### src/rtl/instruction_fetch_unit_if.sv
// Instruction memory request/response bus.
// master: the fetch unit. It drives imem_req and imem_addr, and it samples
//         imem_gnt, imem_rvalid and imem_rdata.
// slave : the instruction memory. It drives imem_gnt, imem_rvalid and imem_rdata.
// Only one request is in flight at a time. Each grant is followed by exactly
// one rvalid, at least one cycle later.
interface instruction_fetch_unit_if;
    logic        imem_req;
    logic [31:0] imem_addr;
    logic        imem_gnt;
    logic        imem_rvalid;
    logic [31:0] imem_rdata;

    modport master (
        output imem_req,
        output imem_addr,
        input  imem_gnt,
        input  imem_rvalid,
        input  imem_rdata
    );

    modport slave (
        input  imem_req,
        input  imem_addr,
        output imem_gnt,
        output imem_rvalid,
        output imem_rdata
    );
endinterface

### src/rtl/instruction_fetch_unit.sv
// Instruction fetch stage. It sits between the program counter and the IF/ID
// boundary.
// It fetches one instruction for each pc_current, with one memory request in
// flight at a time. The response lands in the IF/ID output register, or in a
// 1-entry skid register when decode is stalled.
// Ports:
//   clock, reset      rising-edge clock; asynchronous active-high reset
//   pc_current        address to fetch, from the program counter
//   pc_enable         PC advances at the next edge
//                     (set on an accepted request or on a flush)
//   flush             redirect this cycle; kills any wrong-path fetch
//   stall_id          decode cannot accept; IF/ID holds its contents
//   imem              instruction memory bus (master side)
//   if_id_valid/pc/pc_plus4/instr
//                     IF/ID register; instr is NOP_INSTR when not valid
//   fetch_misaligned  request blocked because pc_current is not word aligned
//
// state | meaning
// ------+------------------------------------------------------------
// REQ   | presenting a request for pc_current (when allowed)
// WAIT  | request granted, waiting for its response
// DROP  | flushed while waiting; the pending response will be discarded
module instruction_fetch_unit #(
    parameter logic [31:0] NOP_INSTR   = 32'h00000013,
    parameter bit          CHECK_ALIGN = 1'b1
) (
    input  logic                            clock,
    input  logic                            reset,
    input  logic [31:0]                     pc_current,
    output logic                            pc_enable,
    input  logic                            flush,
    input  logic                            stall_id,
    instruction_fetch_unit_if.master        imem,
    output logic                            if_id_valid,
    output logic [31:0]                     if_id_pc,
    output logic [31:0]                     if_id_pc_plus4,
    output logic [31:0]                     if_id_instr,
    output logic                            fetch_misaligned
);

    typedef enum logic [1:0] {
        ST_REQ  = 2'd0,
        ST_WAIT = 2'd1,
        ST_DROP = 2'd2
    } state_t;

    state_t      state;
    logic [31:0] req_pc;
    logic        skid_valid;
    logic [31:0] skid_pc;
    logic [31:0] skid_instr;

    logic        misaligned;
    logic        req_fire;
    logic        deliver;
    logic        out_free;

    assign misaligned = CHECK_ALIGN && (pc_current[1:0] != 2'b00);

    // A full skid blocks new requests. This is what makes skid overflow
    // impossible: at most one response can be outstanding while the skid
    // holds data.
    always_comb begin
        imem.imem_req = 1'b0;
        if (!reset && (state == ST_REQ)) begin
            imem.imem_req = !flush && !skid_valid && !misaligned;
        end
    end

    assign imem.imem_addr   = pc_current;
    assign req_fire         = imem.imem_req && imem.imem_gnt;
    assign pc_enable        = !reset && (req_fire || flush);
    assign fetch_misaligned = !reset && (state == ST_REQ) && misaligned;

    // A response counts only in WAIT and only without a flush. If it
    // arrives in REQ, it is left over from before a reset and is dropped.
    assign deliver  = (state == ST_WAIT) && imem.imem_rvalid && !flush;
    assign out_free = !if_id_valid || !stall_id;

    always_ff @(posedge clock or posedge reset) begin
        if (reset) begin
            state          <= ST_REQ;
            req_pc         <= 32'h0;
            skid_valid     <= 1'b0;
            skid_pc        <= 32'h0;
            skid_instr     <= NOP_INSTR;
            if_id_valid    <= 1'b0;
            if_id_pc       <= 32'h0;
            if_id_pc_plus4 <= 32'h4;
            if_id_instr    <= NOP_INSTR;
        end else begin
            case (state)
                ST_REQ: begin
                    if (req_fire) begin
                        state  <= ST_WAIT;
                        req_pc <= pc_current;
                    end
                end
                ST_WAIT: begin
                    if (flush) begin
                        state <= ST_DROP;
                    end else if (imem.imem_rvalid) begin
                        state <= ST_REQ;
                    end
                end
                ST_DROP: begin
                    if (!flush && imem.imem_rvalid) begin
                        state <= ST_REQ;
                    end
                end
                default: state <= ST_REQ;
            endcase

            if (flush) begin
                if_id_valid <= 1'b0;
                if_id_instr <= NOP_INSTR;
                skid_valid  <= 1'b0;
            end else if (out_free) begin
                // The skid and a new delivery never occur together: no request
                // is issued while the skid holds data.
                if (skid_valid) begin
                    if_id_valid    <= 1'b1;
                    if_id_pc       <= skid_pc;
                    if_id_pc_plus4 <= skid_pc + 32'd4;
                    if_id_instr    <= skid_instr;
                    skid_valid     <= 1'b0;
                end else if (deliver) begin
                    if_id_valid    <= 1'b1;
                    if_id_pc       <= req_pc;
                    if_id_pc_plus4 <= req_pc + 32'd4;
                    if_id_instr    <= imem.imem_rdata;
                end else begin
                    if_id_valid <= 1'b0;
                    if_id_instr <= NOP_INSTR;
                end
            end else if (deliver) begin
                skid_valid <= 1'b1;
                skid_pc    <= req_pc;
                skid_instr <= imem.imem_rdata;
            end
        end
    end

endmodule

### src/flat_wrapper.sv
// flat-port wrapper written by rule: the top's interface ports become plain ports
module instruction_fetch_unit_flat 
#(
    parameter logic [31:0] NOP_INSTR   = 32'h00000013,
    parameter bit          CHECK_ALIGN = 1'b1
)
  (clock, reset, pc_current, pc_enable, flush, stall_id, if_id_valid, if_id_pc, if_id_pc_plus4, if_id_instr, fetch_misaligned, imem_imem_req, imem_imem_addr, imem_imem_gnt, imem_imem_rvalid, imem_imem_rdata);
  instruction_fetch_unit_if imem_i ();
  input  logic clock;
  input  logic reset;
  input  logic [31:0] pc_current;
  output logic pc_enable;
  input  logic flush;
  input  logic stall_id;
  output logic if_id_valid;
  output logic [31:0] if_id_pc;
  output logic [31:0] if_id_pc_plus4;
  output logic [31:0] if_id_instr;
  output logic fetch_misaligned;
  output wire logic [$bits(imem_i.imem_req)-1:0] imem_imem_req;
  output wire logic [$bits(imem_i.imem_addr)-1:0] imem_imem_addr;
  input wire logic [$bits(imem_i.imem_gnt)-1:0] imem_imem_gnt;
  input wire logic [$bits(imem_i.imem_rvalid)-1:0] imem_imem_rvalid;
  input wire logic [$bits(imem_i.imem_rdata)-1:0] imem_imem_rdata;
  assign imem_imem_req = imem_i.imem_req;
  assign imem_imem_addr = imem_i.imem_addr;
  assign imem_i.imem_gnt = imem_imem_gnt;
  assign imem_i.imem_rvalid = imem_imem_rvalid;
  assign imem_i.imem_rdata = imem_imem_rdata;
  instruction_fetch_unit #(.NOP_INSTR(NOP_INSTR), .CHECK_ALIGN(CHECK_ALIGN)) u_core (.clock(clock), .reset(reset), .pc_current(pc_current), .pc_enable(pc_enable), .flush(flush), .stall_id(stall_id), .imem(imem_i), .if_id_valid(if_id_valid), .if_id_pc(if_id_pc), .if_id_pc_plus4(if_id_pc_plus4), .if_id_instr(if_id_instr), .fetch_misaligned(fetch_misaligned));
endmodule
### config.mk
export PLATFORM = sky130hd
export DESIGN_NAME = instruction_fetch_unit_flat
export DESIGN_NICKNAME = d
export VERILOG_FILES = /design/src/rtl/instruction_fetch_unit_if.sv /design/src/rtl/instruction_fetch_unit.sv /design/src/flat_wrapper.sv
export SDC_FILE = /design/constraint.sdc
export NUM_CORES = 1
export LEC_CHECK = 0
export BUFFER_PORTS_ARGS = -buffer_cell sky130_fd_sc_hd__buf_2
export CAP_MARGIN = 10
export CORE_ASPECT_RATIO = 0.7
export CORE_MARGIN = 2
export CORE_UTILIZATION = 54
export CTS_CLUSTER_DIAMETER = 120
export DETAILED_ROUTE_END_ITERATION = 8
export PLACE_DENSITY = 0.8
export SLEW_MARGIN = 25
export SYNTH_ARGS = -nofsm -noshare
export SYNTH_HDL_FRONTEND = slang
export SYNTH_SLANG_ARGS = --single-unit
### constraint.sdc
create_clock -name clock -period 6.7 [get_ports clock]
set_input_delay 0 -clock clock [delete_from_list [all_inputs] [get_ports clock]]
set_output_delay 0 -clock clock [all_outputs]
set_load 0.005 [all_outputs]
==> After elaboration in Yosys (flattened, before gate mapping) <==
Cells that the tools add are included.
W data, S select, Z words.
{ "op_classes": {"addsub": 2, "eq_ne": 5, "muxes": 21, "bitwise_logic": 2, "n_reduce_logical": 26} }
{ "op_table": {"columns": ["op", "n"], "rows": [
  ["$mux W32", 8],
  ["$add A32 B3 Y32 const B", 2],
  ["$logic_and A1 B1 Y1", 9],
  ["$reduce_and A3 Y1", 3],
  ["$mux W1", 8],
  ["$mux W2", 4],
  ["$logic_not A1 Y1", 6],
  ["$pmux W2 S3", 1],
  ["$reduce_bool A2 Y1", 3],
  ["$ne A2 B1 Y1 const B", 2],
  ["$ne A3 B3 Y1 const B", 1],
  ["$reduce_bool A3 Y1", 1],
  ["$eq A2 B1 Y1 const B", 1],
  ["$eq A2 B2 Y1 const B", 1],
  ["$logic_not A2 Y1", 1],
  ["$logic_or A1 B1 Y1", 2],
  ["$not A1 Y1", 2],
  ["$reduce_and A2 Y1", 1]
]} }
{ "totals": {"regBits": 196, "wordCells": 65} }

==> Depth between registers and ports, before layout <==
Gate-level depths: netlist of the first run.
{ "logic_depth": {"ltp_word": 7, "ltp_mapped": 12, "ltp_nobuf": 7} }

==> Worst setup path before layout of the first run <==
Ideal clock, no wire load.
{ "synth_timing": {"path_type": "register to register", "from": "reg u_core.skid_valid", "to": "reg u_core.if_id_pc_plus4[24]", "arrival_time_ns": 3.017, "setup_slack_ns": 3.557, "path_stages_with_launch": 13, "n_path_buf": 5, "path_cell_list": "dfrtp_1 -> buf_6 -> buf_4 -> buf_2 -> buf_2 -> buf_2 -> mux2_2 -> ha_1 -> nand4b_1 -> a21oi_2 -> nand3_1 -> or3_1 -> a221o_1"} }
{ "synth_via": {"elab_chain_len": 2, "word_cells_on_any_way": 3} }
{ "synth_lines": {"columns": ["item", "line_no", "text"], "rows": [
  ["start: declaration", "instruction_fetch_unit.sv:49", "logic skid_valid;"],
  ["start signal: assignment", "instruction_fetch_unit.sv:84", "skid_valid <= 1'b0;"],
  ["start signal: assignment", "instruction_fetch_unit.sv:117", "skid_valid <= 1'b0;"],
  ["start signal: assignment", "instruction_fetch_unit.sv:126", "skid_valid <= 1'b0;"],
  ["$reduce_bool A2 Y1 (no source line)", null, null],
  ["$reduce_and A3 Y1 (no source line)", null, null],
  ["end signal: assignment", "instruction_fetch_unit.sv:124", "if_id_pc_plus4 <= skid_pc + 32'd4;"],
  ["end signal: assignment", "instruction_fetch_unit.sv:130", "if_id_pc_plus4 <= req_pc + 32'd4;"],
  ["end: declaration", "instruction_fetch_unit.sv:36", "output logic [31:0] if_id_pc_plus4,"]
]} }
Several ways; a longest one is shown, not always the timed one.
A chain may end at the register's enable or synchronous reset.

==> Final worst setup path of the first run <==
Ends and elaborated chain as after synthesis.

==> results of run 1 <==
[cells by family after synthesis]
| group | synth area share |
|---|---|
| compound gates | 0.0979 |
| xor+xnor | 0.0188 |
| fa+ha+maj | 0.00141 |
| buf+inv | 0.0533 |
| flops | 0.550 |
| mux | 0.171 |
| simple gates | 0.108 |
[synthesized netlist by cell type (all sizes together)]
cell type	number
or3	3
a21oi	6
mux2i	43
o31ai	6
a31oi	4
a211oi	5
and3b	1
o211a	1
or4	1
a32o	2
nand3	23
o21ai	79
nor2	19
nand2	109
a221o	2
nor4	5
nand4	9
dfstp	7
dfrtp	187
inv	7
ha	1
o211ai	1
a22oi	23
nor2b	3
nand4b	5
nand2b	2
nand3b	10
o31a	3
a21o	5
xor2	6
clkbuf	26
buf	50
mux2	96
nor3	4
and2	3
and3	3
o21a	2
a222oi	2
xnor2	13
[state kept, by name, summed over array words and instances, names as in the netlist]
name / flops
u_core.if_id_instr: 32
u_core.if_id_pc_plus4: 32
u_core.req_pc: 32
u_core.skid_instr: 32
u_core.skid_pc: 32
u_core.if_id_pc: 30
u_core.state: 2
u_core.if_id_valid: 1
u_core.skid_valid: 1
[final cells by class]
class | instances | area, um2
clock buffers | 19 | 453
clock inverters | 13 | 146
fillers | 1228 | 5110
inverters | 7 | 33.8
multi-input cells | 500 | 3520
flip-flops and latches | 194 | 4870
well taps | 225 | 282
repair buffers | 275 | 1740
[worst paths after layout]
kind                                                      start                               endpoint  slack (ns)  cells past startpoint
setup / recovery                  u_core.skid_valid$_DFFE_PP0P_  u_core.if_id_pc_plus4[24]$_DFFE_PP0P_        3.50                      6
hold / removal                                    pc_current[1]                      imem_imem_addr[1]        0.19                      2
setup reg to reg                  u_core.skid_valid$_DFFE_PP0P_  u_core.if_id_pc_plus4[24]$_DFFE_PP0P_        3.50                      6
hold reg to reg            u_core.if_id_pc_plus4[3]$_DFFE_PP0P_   u_core.if_id_pc_plus4[3]$_DFFE_PP0P_        0.47                      2
max in group asynchronous                                 reset          u_core.skid_valid$_DFFE_PP0P_        4.93                      4
min in group asynchronous                                 reset      u_core.if_id_instr[9]$_DFFE_PP0P_        0.36                      3
[routing by layer]
| layer | part of all wire | GRT usage |
|---|---|---|
| met1 | 0.46 | 0.364 |
| met5 | 0 | 0 |
| met4 | 0.013 | 0.0728 |
| met3 | 0.059 | 0.0559 |
| met2 | 0.46 | 0.378 |
[worst reg2reg max path, delay by kind of cell, from the launching register on]
kind	cells	cell delay, ns
and+or+nand+nor	3	0.84
buffers and inverters	1	0.74
DFF	1	0.76
AOI/OAI and AO/OA	2	0.76
[power breakdown]
part / switching [mW] / total, mW / internal [mW]
registers: 0.0901 / 1.36 / 1.27
logic: 0.203 / 0.394 / 0.191
clock network: 0.454 / 1.03 / 0.577
[per-stage QoR]
stage	hold slack (ns)	util
after floorplan	0.0276	-
after global placement	0.179	0.604
after detailed placement	0.180	0.604
after CTS	0.184	0.683
after global routing	0.207	0.683
final	0.185	0.683
[timing repair]
| action | 4_1_cts | 5_1_grt |
|---|---|---|
| endpoints found under the hold margin | 221 | 0 |
| setup buffers | 0 | 0 |
| hold buffers | 68 | 0 |
==> flow_metrics.env, run 1 <==
export IMPL_wl_per_cell_um=17.1
export IMPL_die_area_mm2=0.0174
export IMPL_area_growth_pct=24.8
export IMPL_hpwl_um=13500
export IMPL_die_h_um=111
export IMPL_stdcell_area_mm2=0.0110
export IMPL_synth_top_cell_area_share=0.529
export IMPL_antenna_cells=0
export IMPL_critPathTopFamily="simple AND/OR/NAND/NOR gates"
export IMPL_synth_area_leader_cell="dfrtp_1"
export IMPL_antenna_found_initial=0
export IMPL_cts_root_buf="clkbuf_16"
export IMPL_grt_pass1_vias=6631
export IMPL_synth_area_per_cell_um2=11.4
export IMPL_min_period_over_period=0.478
export IMPL_final_cell_mix="buf_2 (201), dfrtp_1 (186), nand2_1 (109)"
export IMPL_gr_total_overflow=0
export IMPL_critPathKind="flop to flop"
export IMPL_fp_dieW_um=157
export IMPL_grt_pass1_wl_um=34200
export IMPL_cts_htree_levels=4
export IMPL_synthTopCellsByArea="dfrtp_1 (53%), mux2_2 (12%), mux2i_1 (4.9%), nand2_1 (4.6%), o21ai_0 (3.9%)"
export IMPL_critical_path_required_ns=7.01
export IMPL_crit_buf_inv=1
export IMPL_cts_tree="built"
export IMPL_totalPowerFinal_mw=2.79
export IMPL_grt_usage=0.250
export IMPL_synth_nets=848
export IMPL_place_inst=1133
export IMPL_clk_pin_slew_ns=0.07
export IMPL_worst_skew_pair_late_latency_ns=0.43
export IMPL_setup_viol=0
export IMPL_p_leak_nw=5.34
export IMPL_cp_start_kind="flop"
export IMPL_core_mm2=0.0162
export IMPL_first_pass_iters=4
export IMPL_gp_congestion=0.839
export IMPL_cts_buffer_depth=2
export IMPL_wirelength_um=21000
export IMPL_drtAntennaViolNets=0
export IMPL_timing_setup_tns_ns=0
export IMPL_slowest_delay_ns=0.76
export IMPL_initial_core_util=0.547
export IMPL_hold_viol=0
export IMPL_rsz0062_at_grt="no"
export IMPL_ys_warn_count=0
export IMPL_cp_max_fo=63
export IMPL_maxSlewViolCount=0
export IMPL_drt_iter0_drc=482
export IMPL_port_buffers=201
export IMPL_post_cts_resized=0
export IMPL_final_common_cell="buf_2"
export IMPL_max_vdd_ir_drop_uv=165
export IMPL_skew_ns=0.00855
export IMPL_synth_cell_area_mm2=0.00884
export IMPL_powerDensity_mw_per_mm2=252
export IMPL_synthDistinctLibCells=47
export IMPL_grt_max_degree=132
export IMPL_worst_slew_pin_slew_ns=1.00
export IMPL_drcViolationCount=0
export IMPL_slowest_stage="dfrtp_4"
export IMPL_num_rows=39
export IMPL_period_needed_ns=3.20
export IMPL_crit_chain="buf_4, nand3_1, a211oi_1, nand2b_1, or3_1, a221o_1"
export IMPL_place_ws_ns=3.53
export IMPL_synth_seq_cells=194
export IMPL_fmax_ghz=0.312
export IMPL_hold_class="input pin to output pin"
export IMPL_relSlewSlack=0.332
export IMPL_numCtsBuffers=17
export IMPL_cp_end_kind="flop"
export IMPL_via_count=6735
export IMPL_setup_ws_ns=3.50
export IMPL_crit_arrival_ns=3.51
export IMPL_clock_sinks=194
export IMPL_pin_count=202
export IMPL_final_cells=1233
export IMPL_nNetsFinal=1066
export IMPL_ys_seq_area_frac=0.550
export IMPL_layout_drive_gt1_share=0.347
export IMPL_outcome="finished, final reports clean"
export IMPL_synthCells=777
export IMPL_vias_per_cell=5.46
export IMPL_drv_cap=0
export IMPL_placed_area_mm2=0.00976
Power figures use the tool's default switching activity.
==> inputs of run 2 (changes only) <==
--- a/config.mk
+++ b/config.mk
@@ -9,10 +9,10 @@
 export CAP_MARGIN = 10
 export CORE_ASPECT_RATIO = 0.7
 export CORE_MARGIN = 2
-export CORE_UTILIZATION = 54
+export CORE_UTILIZATION = 49
 export CTS_CLUSTER_DIAMETER = 120
 export DETAILED_ROUTE_END_ITERATION = 8
-export PLACE_DENSITY = 0.8
+export PLACE_DENSITY = 0.76
 export SLEW_MARGIN = 25
 export SYNTH_ARGS = -nofsm -noshare
 export SYNTH_HDL_FRONTEND = slang
==> constraint.sdc (replaced) <==
create_clock -name clock -period 2.89 [get_ports clock]
set_input_delay 0 -clock clock [delete_from_list [all_inputs] [get_ports clock]]
set_output_delay 0 -clock clock [all_outputs]
set_load 0.005 [all_outputs]
==> flow_metrics.env, run 2 (same netlist as run 1, synthesis figures left out) <==
export IMPL_nNetsFinal=1081
export IMPL_fp_dieW_um=165
export IMPL_via_count=6803
export IMPL_max_vdd_ir_drop_uv=327
export IMPL_initial_core_util=0.495
export IMPL_regArea_mm2=0.00487
export IMPL_setup_viol=0
export IMPL_area_growth_pct=27.5
export IMPL_port_buffers=201
export IMPL_cts_buffer_depth=2
export IMPL_hpwl_um=14800
export IMPL_place_inst=1159
export IMPL_gp_congestion=0.841
export IMPL_grt_pass1_vias=6465
export IMPL_grt_pass1_wl_um=34100
export IMPL_drtAntennaViolNets=0
export IMPL_post_route_util=0.632
export IMPL_outcome="finished, final reports clean"
export IMPL_grt_usage=0.231
export IMPL_critPathKind="flop to flop"
export IMPL_die_area_mm2=0.0192
export IMPL_p_leak_nw=5.44
export IMPL_skew_ns=0.0122
export IMPL_maxSlewViolCount=0
export IMPL_vias_per_cell=5.40
export IMPL_rsz0062_at_grt="no"
export IMPL_multi_input_area_mm2=0.00354
export IMPL_clk_pin_slew_ns=0.07
export IMPL_relSlewSlack=0.567
export IMPL_post_cts_resized=0
export IMPL_drv_cap=0
export IMPL_wl_per_cell_um=17.4
export IMPL_stdcell_area_mm2=0.0113
export IMPL_antenna_found_initial=0
export IMPL_hold_class="input pin to async pin"
export IMPL_first_pass_iters=7
export IMPL_hold_viol=0
export IMPL_fmax_ghz=0.413
export IMPL_worst_slew_pin_slew_ns=0.648
export IMPL_antenna_cells=0
export IMPL_whs_ns=0.0694
export IMPL_final_cell_mix="buf_2 (201), dfrtp_1 (186), nand2_1 (109)"
export IMPL_period_needed_ns=2.42
export IMPL_die_h_um=116
export IMPL_fillers=1424
export IMPL_crit_arrival_ns=2.73
export IMPL_wirelength_um=22000
export IMPL_clock_sinks=194
export IMPL_layout_drive_gt1_share=0.357
export IMPL_critical_path_required_ns=3.20
export IMPL_gr_total_overflow=0
export IMPL_r2r_start="u_core.skid_valid$_DFFE_PP0P_"
export IMPL_final_cells=1259
export IMPL_cp_start_kind="flop"
export IMPL_final_common_cell="buf_2"
export IMPL_r2r_end="u_core.if_id_pc_plus4[24]$_DFFE_PP0P_"
export IMPL_r2r_cells=7
export IMPL_cts_root_buf="clkbuf_16"
export IMPL_drt_iter0_drc=531
export IMPL_cp_end_kind="flop"
export IMPL_drcViolationCount=0
export IMPL_worstSetupStartpoint="u_core.skid_valid$_DFFE_PP0P_"
export IMPL_core_mm2=0.0179
export IMPL_cts_tree="built"
export IMPL_cts_htree_levels=4
export IMPL_grt_max_degree=87
export IMPL_num_rows=41
export IMPL_pin_count=202
export IMPL_numCtsBuffers=17
export IMPL_min_period_over_period=0.838
export IMPL_powerDensity_mw_per_mm2=580
export IMPL_placed_area_mm2=0.00998
export IMPL_r2r_setup_slack_ns=0.47
export IMPL_timing_setup_tns_ns=0
export IMPL_cp_max_fo=7
export IMPL_worst_skew_pair_late_latency_ns=0.43
run 2: cell types whose count changed in the layout (fill, tap and decap cells not counted), sizes merged:
cell      delta
buf         +15
bufinv       +1
clkbuf       +2
clkinvlp     +1
inv          -4
run 2: how the worst max path moves through the flow:
stage                                                       end  slack, ns  cells after the start
after floorplan           u_core.if_id_pc_plus4[24]$_DFFE_PP0P_       0.01                     12
after global placement    u_core.if_id_pc_plus4[24]$_DFFE_PP0P_       0.54                      7
after detailed placement  u_core.if_id_pc_plus4[24]$_DFFE_PP0P_       0.47                      7
after CTS                 u_core.if_id_pc_plus4[24]$_DFFE_PP0P_       0.46                      7
after global routing      u_core.if_id_pc_plus4[31]$_DFFE_PP0P_       0.32                      6
final                     u_core.if_id_pc_plus4[24]$_DFFE_PP0P_       0.47                      7
run 2: routing by layer:
metal	global-route usage	vias up	share of wire
met5	0	-	0
met4	0.0690	0	0.021
li1	-	3189	-
met3	0.0483	33	0.061
met1	0.346	3349	0.48
met2	0.341	232	0.44
run 2: worst max-delay path, stage by stage, from the launching register on:
cell	delay, ns
dfrtp_4	0.52
mux2_2	0.27
ha_2	0.21
nand4_1	0.20
a21oi_4	0.28
nand3_4	0.13
or3_1	0.36
a221o_1	0.32
run 2: report_power, final:
part / switching (mW) / internal [mW] / leakage, nW
logic: 0.475 / 0.454 / 2.54
clock network: 1.04 / 1.42 / 0.294
registers: 0.212 / 2.95 / 2.60
total: 1.73 / 4.82 / 5.44
run 2: what timing repair did:
item                                   4_1_cts  5_1_grt
endpoints found under the hold margin      285        0
setup buffers                                0        0
hold buffers                                68        0
run 2: per-stage QoR:
step / total power [mW] / setup WS, ns
floorplan: 3.65 / 0.0144
global placement: 4.03 / 0.536
detailed placement: 4.06 / 0.468
CTS: 6.58 / 0.461
global route: 6.83 / 0.317
finish: 6.54 / 0.468
run 2: layout make-up:
type,count,share of cell area
Clock buffer,21,0.0408
Inverter,7,0.00266
Multi-Input combinational cell,500,0.314
Timing Repair Buffer,290,0.171
Clock inverter,11,0.0133
Sequential cell,194,0.432
Tap cell,236,0.0262
==> inputs of run 3 (changes only) <==
--- a/config.mk
+++ b/config.mk
@@ -9,10 +9,10 @@
 export CAP_MARGIN = 10
 export CORE_ASPECT_RATIO = 0.7
 export CORE_MARGIN = 2
-export CORE_UTILIZATION = 49
+export CORE_UTILIZATION = 54
 export CTS_CLUSTER_DIAMETER = 120
 export DETAILED_ROUTE_END_ITERATION = 8
-export PLACE_DENSITY = 0.76
+export PLACE_DENSITY = 0.8
 export SLEW_MARGIN = 25
 export SYNTH_ARGS = -nofsm -noshare
 export SYNTH_HDL_FRONTEND = slang
==> constraint.sdc (replaced) <==
create_clock -name clock -period 2.3 [get_ports clock]
set_input_delay 0 -clock clock [delete_from_list [all_inputs] [get_ports clock]]
set_output_delay 0 -clock clock [all_outputs]
set_load 0.005 [all_outputs]
==> flow_metrics.env, run 3 (same netlist as run 1, synthesis figures left out) <==
export IMPL_stdcell_area_mm2=0.0116
export IMPL_final_cells=1281
export IMPL_slowest_stage="dfrtp_4"
export IMPL_port_buffers=201
export IMPL_cts_root_buf="clkbuf_16"
export IMPL_pin_count=202
export IMPL_placed_area_mm2=0.0102
export IMPL_cts_buffer_depth=2
export IMPL_wirelength_um=22400
export IMPL_worst_skew_pair_late_latency_ns=0.43
export IMPL_hold_viol=0
export IMPL_gp_congestion=0.852
export IMPL_p_leak_nw=5.64
export IMPL_powerDensity_mw_per_mm2=714
export IMPL_hold_class="input pin to async pin"
export IMPL_critical_path_required_ns=2.62
export IMPL_num_rows=39
export IMPL_grt_pass1_vias=6862
export IMPL_max_vdd_ir_drop_uv=527
export IMPL_grt_usage=0.259
export IMPL_setup_viol=0
export IMPL_cp_start_kind="flop"
export IMPL_drtAntennaViolNets=0
export IMPL_outcome="finished, final reports clean"
export IMPL_r2r_setup_slack_ns=0.05
export IMPL_critPathKind="flop to flop"
export IMPL_first_pass_iters=5
export IMPL_cp_end_kind="flop"
export IMPL_drcViolationCount=0
export IMPL_drv_cap=0
export IMPL_die_h_um=111
export IMPL_numCtsBuffers=17
export IMPL_place_inst=1174
export IMPL_cp_max_fo=29
export IMPL_gr_total_overflow=0
export IMPL_final_common_cell="buf_2"
export IMPL_rsz0062_at_grt="yes"
export IMPL_drt_iter0_drc=581
export IMPL_nNetsFinal=1113
export IMPL_cts_htree_levels=4
export IMPL_vias_per_cell=5.46
export IMPL_worst_slew_pin_slew_ns=0.626
export IMPL_die_area_mm2=0.0174
export IMPL_crit_arrival_ns=2.58
export IMPL_grt_pass1_wl_um=35200
export IMPL_clk_pin_slew_ns=0.07
export IMPL_via_count=6991
export IMPL_core_mm2=0.0162
export IMPL_cts_tree="built"
export IMPL_fmax_ghz=0.444
export IMPL_antenna_found_initial=1
export IMPL_maxSlewViolCount=0
export IMPL_skew_ns=0.0127
export IMPL_area_growth_pct=31.5
export IMPL_timing_setup_tns_ns=0
export IMPL_hpwl_um=14900
export IMPL_crit_chain="buf_4, buf_16, mux2i_2, a211oi_2, nand2b_1, or3_1, a221o_1"
export IMPL_clock_sinks=194
export IMPL_initial_core_util=0.547
export IMPL_layout_drive_gt1_share=0.384
export IMPL_relSlewSlack=0.582
export IMPL_fp_dieW_um=157
export IMPL_final_cell_mix="buf_2 (201), dfrtp_1 (186), nand2_1 (108)"
export IMPL_slowest_delay_ns=0.55
export IMPL_grt_max_degree=70
export IMPL_wl_per_cell_um=17.5
export IMPL_min_period_over_period=0.979
export IMPL_period_needed_ns=2.25
[run 3: timing repair]
action,CTS,global route
gates resized for setup,0,7
setup buffers,0,4
setup endpoints to repair,0,7
endpoints found under the hold margin,285,0
hold buffers,68,0
[run 3: per-layer routing]
metal / GRT usage / share of wire / vias up
li1: - / - / 3252
met1: 0.369 / 0.46 / 3436
met2: 0.399 / 0.46 / 258
met3: 0.0532 / 0.062 / 45
met4: 0.0869 / 0.025 / 0
met5: 0 / 0 / -
[run 3: final cells by class]
type | instances | area [um2]
sequential | 194 | 4870
fill | 1129 | 4520
multi-input combinational | 500 | 3590
timing repair buffer | 322 | 2250
clock buffer | 17 | 425
tap | 225 | 282
clock inverter | 15 | 180
inverter | 7 | 30.0
antenna | 1 | 2.50
[run 3: path summary, 6_finish.rpt]
check / start / endpoint / depth (start not counted)
min reg2reg: u_core.if_id_pc[6]$_DFFE_PP0P_ / u_core.if_id_pc[6]$_DFFE_PP0P_ / 2
min: reset / u_core.if_id_instr[14]$_DFFE_PP0P_ / 3
max in group asynchronous: reset / u_core.if_id_pc_plus4[2]$_DFFE_PP1P_ / 4
max reg2reg: u_core.skid_valid$_DFFE_PP0P_ / u_core.if_id_pc_plus4[24]$_DFFE_PP0P_ / 7
max: u_core.skid_valid$_DFFE_PP0P_ / u_core.if_id_pc_plus4[24]$_DFFE_PP0P_ / 7
min in group clock: pc_current[0] / imem_imem_addr[0] / 2
[run 3: stage by stage]
stage	power, mW	setup slack, ns	utilization	hold WS, ns
2_1_floorplan	4.60	-0.375	-	0.0276
3_3_place_gp	5.14	0.0911	0.633	0.00133
5_1_grt	8.65	-0.0346	0.720	0.120
4_1_cts	8.31	0.0250	0.713	0.0988
3_5_place_dp	5.18	0.0560	0.633	-0.000337
6_report	8.30	0.0473	0.720	0.110
[run 3: report_power, final]
group	internal, mW	leakage (nW)	switching, mW
logic	0.647	2.75	0.626
registers	3.70	2.60	0.264
clock network	1.72	0.290	1.34
[run 3: worst max-delay path, delay by kind of cell (launching register included)]
family	cells	cell delay, ns
buf+inv	2	0.37
compound gates	2	0.53
mux	1	0.20
flops	1	0.55
simple gates	2	0.47
